<file path="config.mk">
export PLATFORM = sky130hd
export DESIGN_NAME = decoder_stage_controller
export DESIGN_NICKNAME = d
export VERILOG_FILES = /design/src/rtl/decoder_stage_controller_pkg.sv /design/src/rtl/decoder_stage_controller_settle.sv /design/src/rtl/decoder_stage_controller.sv
export SDC_FILE = /design/constraint.sdc
export NUM_CORES = 1
export LEC_CHECK = 0
export BUFFER_PORTS_ARGS = -buffer_cell sky130_fd_sc_hd__buf_2
export CAP_MARGIN = 10
export CELL_PAD_IN_SITES_DETAIL_PLACEMENT = 0
export CELL_PAD_IN_SITES_GLOBAL_PLACEMENT = 1
export CORE_MARGIN = 2
export CORE_UTILIZATION = 21
export DETAILED_ROUTE_END_ITERATION = 10
export PLACE_DENSITY_LB_ADDON = 0.2
export SYNTH_ARGS = -nofsm -noshare
export SYNTH_HDL_FRONTEND = slang
export SYNTH_SLANG_ARGS = --single-unit
</file>
<file path="constraint.sdc">
create_clock -name clk -period 2.5 [get_ports clk]
set_clock_uncertainty 0.2 [all_clocks]
set_input_delay 0.5 -clock clk [delete_from_list [all_inputs] [get_ports clk]]
set_output_delay 0.5 -clock clk [all_outputs]
set_load 0.01 [all_outputs]
</file>
<file path="src/rtl/decoder_stage_controller_pkg.sv">
// Stage codes shared by the decoder stage controller and the processing units.
package decoder_stage_controller_pkg;

   localparam int STAGE_WIDTH = 3;

   typedef enum logic [STAGE_WIDTH-1:0] {
      STAGE_IDLE                = 3'd0,
      STAGE_MEASUREMENT_LOADING = 3'd1,
      STAGE_GROW                = 3'd2,
      STAGE_MERGE               = 3'd3,
      STAGE_PEELING             = 3'd4,
      STAGE_RESULT_VALID        = 3'd5,
      STAGE_WRITE_TO_MEM        = 3'd6,
      STAGE_RESET_ROOTS         = 3'd7
   } stage_e;

endpackage

</file>
<file path="src/rtl/decoder_stage_controller_settle.sv">
// merge_settle_detector: OR-reduces PE busy flags and counts consecutive idle MERGE cycles.
module merge_settle_detector #(
   parameter int unsigned PE_COUNT     = 64,
   parameter int unsigned MERGE_SETTLE = 3
) (
   input  logic                clk,
   input  logic                reset_n,
   input  logic                i_active,
   input  logic [PE_COUNT-1:0] i_busy,
   output logic                o_settled
);

   localparam int CNT_W = $clog2(MERGE_SETTLE) + 1;
   localparam logic [CNT_W-1:0] CNT_LAST = CNT_W'(MERGE_SETTLE - 1);

   logic             w_any_busy;
   logic [CNT_W-1:0] r_settle_cnt;

   assign w_any_busy = |i_busy;

   // Leaving MERGE zeroes the counter, so every MERGE entry starts from 0.
   always_ff @(posedge clk or negedge reset_n) begin
      if (!reset_n) begin
         r_settle_cnt <= '0;
      end else if (!i_active || w_any_busy) begin
         r_settle_cnt <= '0;
      end else if (r_settle_cnt != CNT_LAST) begin
         r_settle_cnt <= r_settle_cnt + 1'b1;
      end
   end

   assign o_settled = i_active && !w_any_busy && (r_settle_cnt == CNT_LAST);

endmodule

</file>
<file path="src/rtl/decoder_stage_controller.sv">
// Union-find decoder stage sequencer driving the shared global_stage bus.
// Optional growth cap enabled by defining MAX_GROWTH_EN.
module decoder_stage_controller
   import decoder_stage_controller_pkg::*;
#(
   parameter int unsigned PE_COUNT     = 64,
   parameter int unsigned MERGE_SETTLE = 3,
   parameter int unsigned GROW_CYCLES  = 2,
   parameter int unsigned ITER_WIDTH   = 8,
   parameter int unsigned MAX_GROWTH   = 200,
   parameter int unsigned NUM_CONTEXTS = 2
) (
   input  logic                   clk,
   input  logic                   reset_n,
   input  logic                   start,
   output logic                   ready,
   output logic [STAGE_WIDTH-1:0] global_stage,
   input  logic [PE_COUNT-1:0]    busy,
   input  logic [PE_COUNT-1:0]    odd,
   output logic                   done,
   output logic [ITER_WIDTH-1:0]  iteration_count,
   output logic                   overflow,
   output logic [((NUM_CONTEXTS > 1) ? $clog2(NUM_CONTEXTS) : 1)-1:0] context_id
);

   localparam int CTX_W  = (NUM_CONTEXTS > 1) ? $clog2(NUM_CONTEXTS) : 1;
   localparam int GROW_W = $clog2(GROW_CYCLES) + 1;
   localparam logic [GROW_W-1:0] GROW_LAST = GROW_W'(GROW_CYCLES - 1);
   localparam logic [CTX_W-1:0]  CTX_LAST  = CTX_W'(NUM_CONTEXTS - 1);

   stage_e              r_state;
   stage_e              w_state_d;
   logic [GROW_W-1:0]   r_grow_cnt;
   logic [ITER_WIDTH-1:0] r_iter;
   logic [CTX_W-1:0]    r_ctx;
   logic                w_settled;
   logic                w_any_odd;
   logic                w_at_cap;
   logic                w_accept;
   logic                w_grow_entry;

   merge_settle_detector #(
      .PE_COUNT     (PE_COUNT),
      .MERGE_SETTLE (MERGE_SETTLE)
   ) u_settle (
      .clk       (clk),
      .reset_n   (reset_n),
      .i_active  (r_state == STAGE_MERGE),
      .i_busy    (busy),
      .o_settled (w_settled)
   );

   assign w_any_odd = |odd;

`ifdef MAX_GROWTH_EN
   assign w_at_cap = (r_iter == ITER_WIDTH'(MAX_GROWTH));
`else
   assign w_at_cap = 1'b0;
`endif

   always_comb begin
      w_state_d = r_state;
      case (r_state)
         STAGE_IDLE:                if (start) w_state_d = STAGE_MEASUREMENT_LOADING;
         STAGE_MEASUREMENT_LOADING: w_state_d = STAGE_MERGE;
         STAGE_GROW:                if (r_grow_cnt == GROW_LAST) w_state_d = STAGE_MERGE;
         STAGE_MERGE: begin
            // odd is only trusted on the exit cycle, once the array has settled
            if (w_settled) begin
               w_state_d = (w_any_odd && !w_at_cap) ? STAGE_GROW : STAGE_PEELING;
            end
         end
         STAGE_PEELING:             w_state_d = STAGE_RESULT_VALID;
         STAGE_RESULT_VALID:
            w_state_d = (NUM_CONTEXTS > 1) ? STAGE_WRITE_TO_MEM : STAGE_RESET_ROOTS;
         STAGE_WRITE_TO_MEM:        w_state_d = STAGE_RESET_ROOTS;
         STAGE_RESET_ROOTS:         w_state_d = STAGE_IDLE;
         default:                   w_state_d = STAGE_IDLE;
      endcase
   end

   assign w_accept     = (r_state == STAGE_IDLE) && start;
   assign w_grow_entry = (w_state_d == STAGE_GROW) && (r_state != STAGE_GROW);

   always_ff @(posedge clk or negedge reset_n) begin
      if (!reset_n) begin
         r_state    <= STAGE_IDLE;
         r_grow_cnt <= '0;
         r_iter     <= '0;
         r_ctx      <= '0;
      end else begin
         r_state    <= w_state_d;
         r_grow_cnt <= (r_state == STAGE_GROW) ? r_grow_cnt + 1'b1 : '0;
         if (w_accept) begin
            r_iter <= '0;
         end else if (w_grow_entry && (r_iter != '1)) begin
            r_iter <= r_iter + 1'b1;
         end
         if (r_state == STAGE_WRITE_TO_MEM) begin
            r_ctx <= (r_ctx == CTX_LAST) ? '0 : r_ctx + 1'b1;
         end
      end
   end

`ifdef MAX_GROWTH_EN
   logic r_overflow;

   always_ff @(posedge clk or negedge reset_n) begin
      if (!reset_n) begin
         r_overflow <= 1'b0;
      end else if (w_accept) begin
         r_overflow <= 1'b0;
      end else if ((r_state == STAGE_MERGE) && w_settled && w_any_odd && w_at_cap) begin
         r_overflow <= 1'b1;
      end
   end

   assign overflow = r_overflow;
`else
   assign overflow = 1'b0;
`endif

   assign global_stage    = r_state;
   assign ready           = (r_state == STAGE_IDLE);
   assign done            = (r_state == STAGE_RESULT_VALID);
   assign iteration_count = r_iter;
   assign context_id      = r_ctx;

endmodule

</file>
Word-level counts from Yosys, hierarchy flattened:

Cells that the tools add are included.

* flip-flop bits (word level): 17
* output and inout port bits: 15

* add/sub/neg operators: 4
* equality and inequality tests: 13
* multiplexer cells: 11
* reductions and logical operators: 13

Operators with widths (number)
* OR reduction 64 bit: 2
* one-hot mux 3 bit (8 select lines): 1
* two-way mux 3 bit: 6
* two-way mux 8 bit: 2
* == test 3 x 2 -> 1 bit (second input constant): 4
* == test 3 bit (second input constant): 4
* adder 8 x 1 -> 8 bit (second input constant): 1
* inequality test 8 bit (second input constant): 1
* inequality test 3 x 2 -> 1 bit (second input constant): 2
* logical AND 1 bit: 5
* nonzero test 2 bit: 2
* adder 3 x 1 -> 3 bit (second input constant): 1
* == test 3 x 1 -> 1 bit (second input constant): 1
* zero test 3 bit: 1
* adder 2 x 1 -> 2 bit (second input constant): 1
* == test 2 x 1 -> 1 bit (second input constant): 1
* zero test 1 bit: 2
* two-way mux 2 bit: 1
* adder 1 bit (second input constant): 1
* logical OR 1 bit: 1
* two-way mux 1 bit: 1

Longest topological paths before layout:

* depth in word-level cells: 11
* depth in mapped cells: 9

Modules after synthesis:

Synthesis repeated with hierarchy kept, for this count alone.

* cells, all modules: 142
* area total of the unflattened synthesis: 1252.5 µm²

Modules (own cells, without submodules)
* decoder_stage_controller: instances 1, cells an instance 103, area each 932.1 µm², seq. area each 350.3 µm²
* merge_settle_detector: instances 1, cells an instance 39, area each 320.3 µm², seq. area each 75.1 µm²

Least setup slack after synthesis:

Ideal clock, no wire load.

* path kind: in2reg
* start point: input busy[42]
* end point: register r_state[1] (netlist: global_stage[1])
* arrival time: 2.217 ns
* required time: 2.183 ns
* path slack: -0.034 ns
* stages on the path: 6
* buffers on the path: 0
* path through: nor4_1 > nand4_1 > or4_1 > or4_4 > a21oi_2 > nor2_1

* cells in the longest elaborated chain, start to end: 6

RTL lines
* from (decl): line decoder_stage_controller.sv:18 `input logic [PE_COUNT-1:0] busy,`
* OR reduction 64 bit: line decoder_stage_controller_settle.sv:19 `assign w_any_busy = |i_busy;`
* zero test 1 bit: line decoder_stage_controller_settle.sv:32 `assign o_settled = i_active && !w_any_busy && (r_settle_cnt == CNT_LAST);`
* logical AND 1 bit (2 in series): line decoder_stage_controller_settle.sv:32
* two-way mux 3 bit: line decoder_stage_controller.sv:69 `if (w_settled) begin`
* one-hot mux 3 bit (8 select lines): line decoder_stage_controller.sv:63 `case (r_state)`
* named net w_state_d[1]: line decoder_stage_controller.sv:32 `stage_e w_state_d;`
* to (signal assigned): line decoder_stage_controller.sv:92 `r_state <= w_state_d;`
* to (decl): line decoder_stage_controller.sv:31 `stage_e r_state;`

The timed path passes the listed nets, and every way through them passes these cells.
A chain may end at the register's enable or synchronous reset.

Worst setup path after layout:

* start point: input odd[62]
* end point: register r_iter[4] (netlist: iteration_count[4])

* cells in the longest elaborated chain, start to end: 8

RTL lines
* from (decl): line decoder_stage_controller.sv:19 `input logic [PE_COUNT-1:0] odd,`
* OR reduction 64 bit: line decoder_stage_controller.sv:53 `assign w_any_odd = |odd;`
* two-way mux 3 bit: line decoder_stage_controller.sv:70 `w_state_d = (w_any_odd && !w_at_cap) ? STAGE_GROW : STAGE_PEELING;`
* two-way mux 3 bit: line decoder_stage_controller.sv:69
* one-hot mux 3 bit (8 select lines): line decoder_stage_controller.sv:63
* == test 3 x 2 -> 1 bit: line decoder_stage_controller.sv:83 `assign w_grow_entry = (w_state_d == STAGE_GROW) && (r_state != STAGE_GROW);`
* logical AND 1 bit: line decoder_stage_controller.sv:83
* logical AND 1 bit: line decoder_stage_controller.sv:96 `end else if (w_grow_entry && (r_iter != '1)) begin`
* nonzero test 2 bit (no line)
* to (signal assigned): line decoder_stage_controller.sv:97 `r_iter <= r_iter + 1'b1;`
* to (decl): line decoder_stage_controller.sv:34 `logic [ITER_WIDTH-1:0] r_iter;`

No other way between the ends.

==> results by group <==
Critical path
  • Crit. End Element: register
  • Crit Path Category: in2reg
  • Worst Path Arrival: 2.37 ns
  • CP dominant cell by count: buf_6
  • Worst r2r src: u_settle.r_settle_cnt[0]
  • Type of origin of the critical path: primary input
  • FF-to-FF path depth: 9
  • CP max-delay cell: or4_4
  • Critical path fanouts, max: 6
  • Critical Path RT: 2.43 ns
  • Critical Path Max Stage Delay: 0.55 ns
  • Number of buffer and inverter stages on the critical path: 3
  • Largest delay share family, worst path: simple AND/OR/NAND/NOR gates
  • R2R Setup Slk: 0.14 ns
  • Worst-path cell chain: buf_6, nor4_4, nand4_1, or4_4, buf_6, nor4_4, buf_6, or4_4, a21oi_2
  • FF-to-FF End: iteration_count[5]

Final layout
  • Sequential cell area: 425.4 µm²
  • Layout cells sized above 1: 0.6719
  • Area of the multi-input gates: 1124 µm²
  • Synth-to-layout area growth: 104.6%
  • Final #Nets: 453
  • Filler-free cell count of the finished design: 392
  • # diodes: 0
  • Fill cells: 601

CTS
  • Root Driver: clkbuf_8
  • CTS Buf Count: 3
  • H-Tree Depth: 1
  • Sink Count: 17
  • Clock Latency Late Sink: 0.26 ns
  • CTS tree: yes
  • CTS Buffer Depth: 2
  • Clk slew on worst S/H paths: 0.08 ns

Routing
  • DR vias: 1,893
  • Via density: 4.829
  • Post-route DRC: 0
  • Final WL: 5925 µm
  • 1st-iter DRT viols: 96
  • DR pass1 iterations: 4
  • ANT nets after route: 0
  • Drt wl/cell: 15.11 µm

Timing
  • Period utilization: 0.9738
  • Setup Viol. Count Final: 0
  • Fmax: 410.8 MHz
  • TNS Setup: 0 ns
  • Min Tclk post-route: 2.435 ns
  • Hold Worst Slack: 0.2351 ns
  • Fin. Hold Viols: 0
  • Final Max Tran Viols: 0

Placement
  • PortBufs: 144
  • Placed cells: 378
  • Placer Congestion: 0.7910
  • DP Wirelength: 4632 µm

Yosys
  • Yosys cell types: 39
  • Most used DFF post-synth: dfrtp_1
  • Synth top area share: 0.3298
  • Sequential area share after synthesis: 0.3298
  • Warning count from the yosys run: 0
  • Leading cell type by number of instances after synthesis: nor4_1
  • #FFs+latches synth: 17
  • Cells after Synth: 153
  • Share of flip-flops with an asynchronous set or reset after synthesis: 1.000
  • Synth Cell Area: 1290 µm²
  • Synth area leader: dfrtp_1
  • Post-synthesis average cell area: 8.431 µm²
  • Commonest cells post-synth: nor4_1, dfrtp_1, nor2_1
  • Mapped Nets: 288
  • Top post-synthesis cells by area: dfrtp_1, nor4_1, nand4_1
  • Post-synth EDFFs: 0

Floorplan
  • # rows: 28
  • Initial Utilization: 0.2179
  • Die ar.: 6786 µm²
  • Die Ht: 82.38 µm
  • Ports: 146
  • CORE AREA: 5921 µm²
  • Die X-Extent: 82.38 µm

Worst hold path
  • WHS Endpoint: r_grow_cnt[0]
  • Hold WC Path Type: reg2reg
  • Hold Path Cell Cnt: 1
  • Hold path start: r_grow_cnt[0]

Global routing
  • GRT Total Usage: 0.1644
  • GRT overflow: 0
  • Initial antenna violation count: 0
  • First-pass GRT wire length: 8445 µm
  • Largest net degree at the start of global routing: 18
  • Vias in the first global route: 1,831

Power and ir drop
  • Cell-internal power: 592.0 µW
  • Flop pwr share: 0.366
  • Leakage: 0.001193 µW
  • Clock network power share: 0.242
  • Pwr/cell area: 338.6 nW/µm²
  • Sw Pwr: 301.4 µW
  • Power, Total: 893.4 µW
  • Switching Fraction: 0.3373
  • Comb pwr share: 0.392
  • Max VDD drop: 0.0002245 V

Run
  • Max Cap Viol: 0

Outcome
  • Status: finished clean
[power groups by stage]
stage	sequential [µW]	clock (µW)	combinational (µW)
floorplan	353	0	93.8
global placement	332	0	297
detailed placement	333	0	299
CTS	328	222	303
global route	333	231	392
finish	327	216	350
[routing by layer]
metal	track usage	vias up	routed length, µm
met5	0	-	0
met4	0.04000	0	52
met3	0.02283	4	342
met2	0.3105	84	3189
met1	0.1934	856	2341
li1	-	949	-
[worst max-delay path by stage]
| stage | slack (ns) | to | depth (start not counted) | start |
|---|---|---|---|---|
| floorplan | 0.02 | global_stage[1] | 6 | odd[0] |
| global placement | -0.25 | iteration_count[4] | 8 | busy[30] |
| detailed placement | -0.25 | iteration_count[6] | 7 | odd[16] |
| CTS | 0.002 | iteration_count[7] | 8 | u_settle.r_settle_cnt[0] |
| global route | -0.04 | iteration_count[7] | 9 | busy[0] |
| finish | 0.07 | iteration_count[4] | 9 | odd[62] |
[sequential cells by signal, indices dropped and copies added, names as in the netlist]
register               flops
iteration_count            8
global_stage               3
u_settle.r_settle_cnt      3
r_grow_cnt                 2
context_id                 1
[area by class of cell]
class	count	area share
Multi-Input combinational cell	124	0.4258
Timing Repair Buffer	166	0.3514
Sequential cell	17	0.1612
Tap cell	75	0.03556
Clock buffer	3	0.01565
Inverter	6	0.008535
Clock inverter	1	0.001897
[logic make-up after synthesis]
kind of cell / count (synthesis) / share of synthesized area
DFF: 17 / 0.3298
buffers and inverters: 13 / 0.04752
adders and majority gates: 4 / 0.03880
muxes: 1 / 0.007760
xor gates and xnor gates: 2 / 0.01358
and+or+nand+nor: 88 / 0.4122
other: 1 / 0.002907
AOI/OAI and AO/OA: 27 / 0.1474
[placed cells by master (no fill, tap or decap), drive strengths merged, types with 2 or more instances in the layout]
cell type,synthesis,final
or4,8,8
nor2b,2,2
o31ai,5,5
o21ai,5,5
ha,4,4
clkbuf,3,3
nand3,5,5
inv,6,6
a211oi,2,2
xnor2,2,2
nor2,11,11
a221oi,2,2
buf,4,165
nor3,2,2
a21oi,8,8
dfrtp,17,17
or3,2,2
nand4,9,9
nand2,7,7
nor4,36,36
and3,3,3
o211ai,2,3
[timing repair]
item | in CTS | in global routing
hold buffers | 1 | 0
endpoints found under the setup margin | 0 | 9
resized for setup | 0 | 58
setup buffers | 0 | 7
hold endpoints to repair | 17 | 0
[metrics by stage]
step                      setup WS, ns  cell area [µm²]    util
after global routing          -0.03753             2639  0.4457
after floorplan                0.01928             1294       -
final                          0.06550             2639  0.4457
after CTS                     0.002013             2223  0.3755
after global placement         -0.2549             2167  0.3660
after detailed placement       -0.2507             2167  0.3660
(Power assumes the default switching activity.)
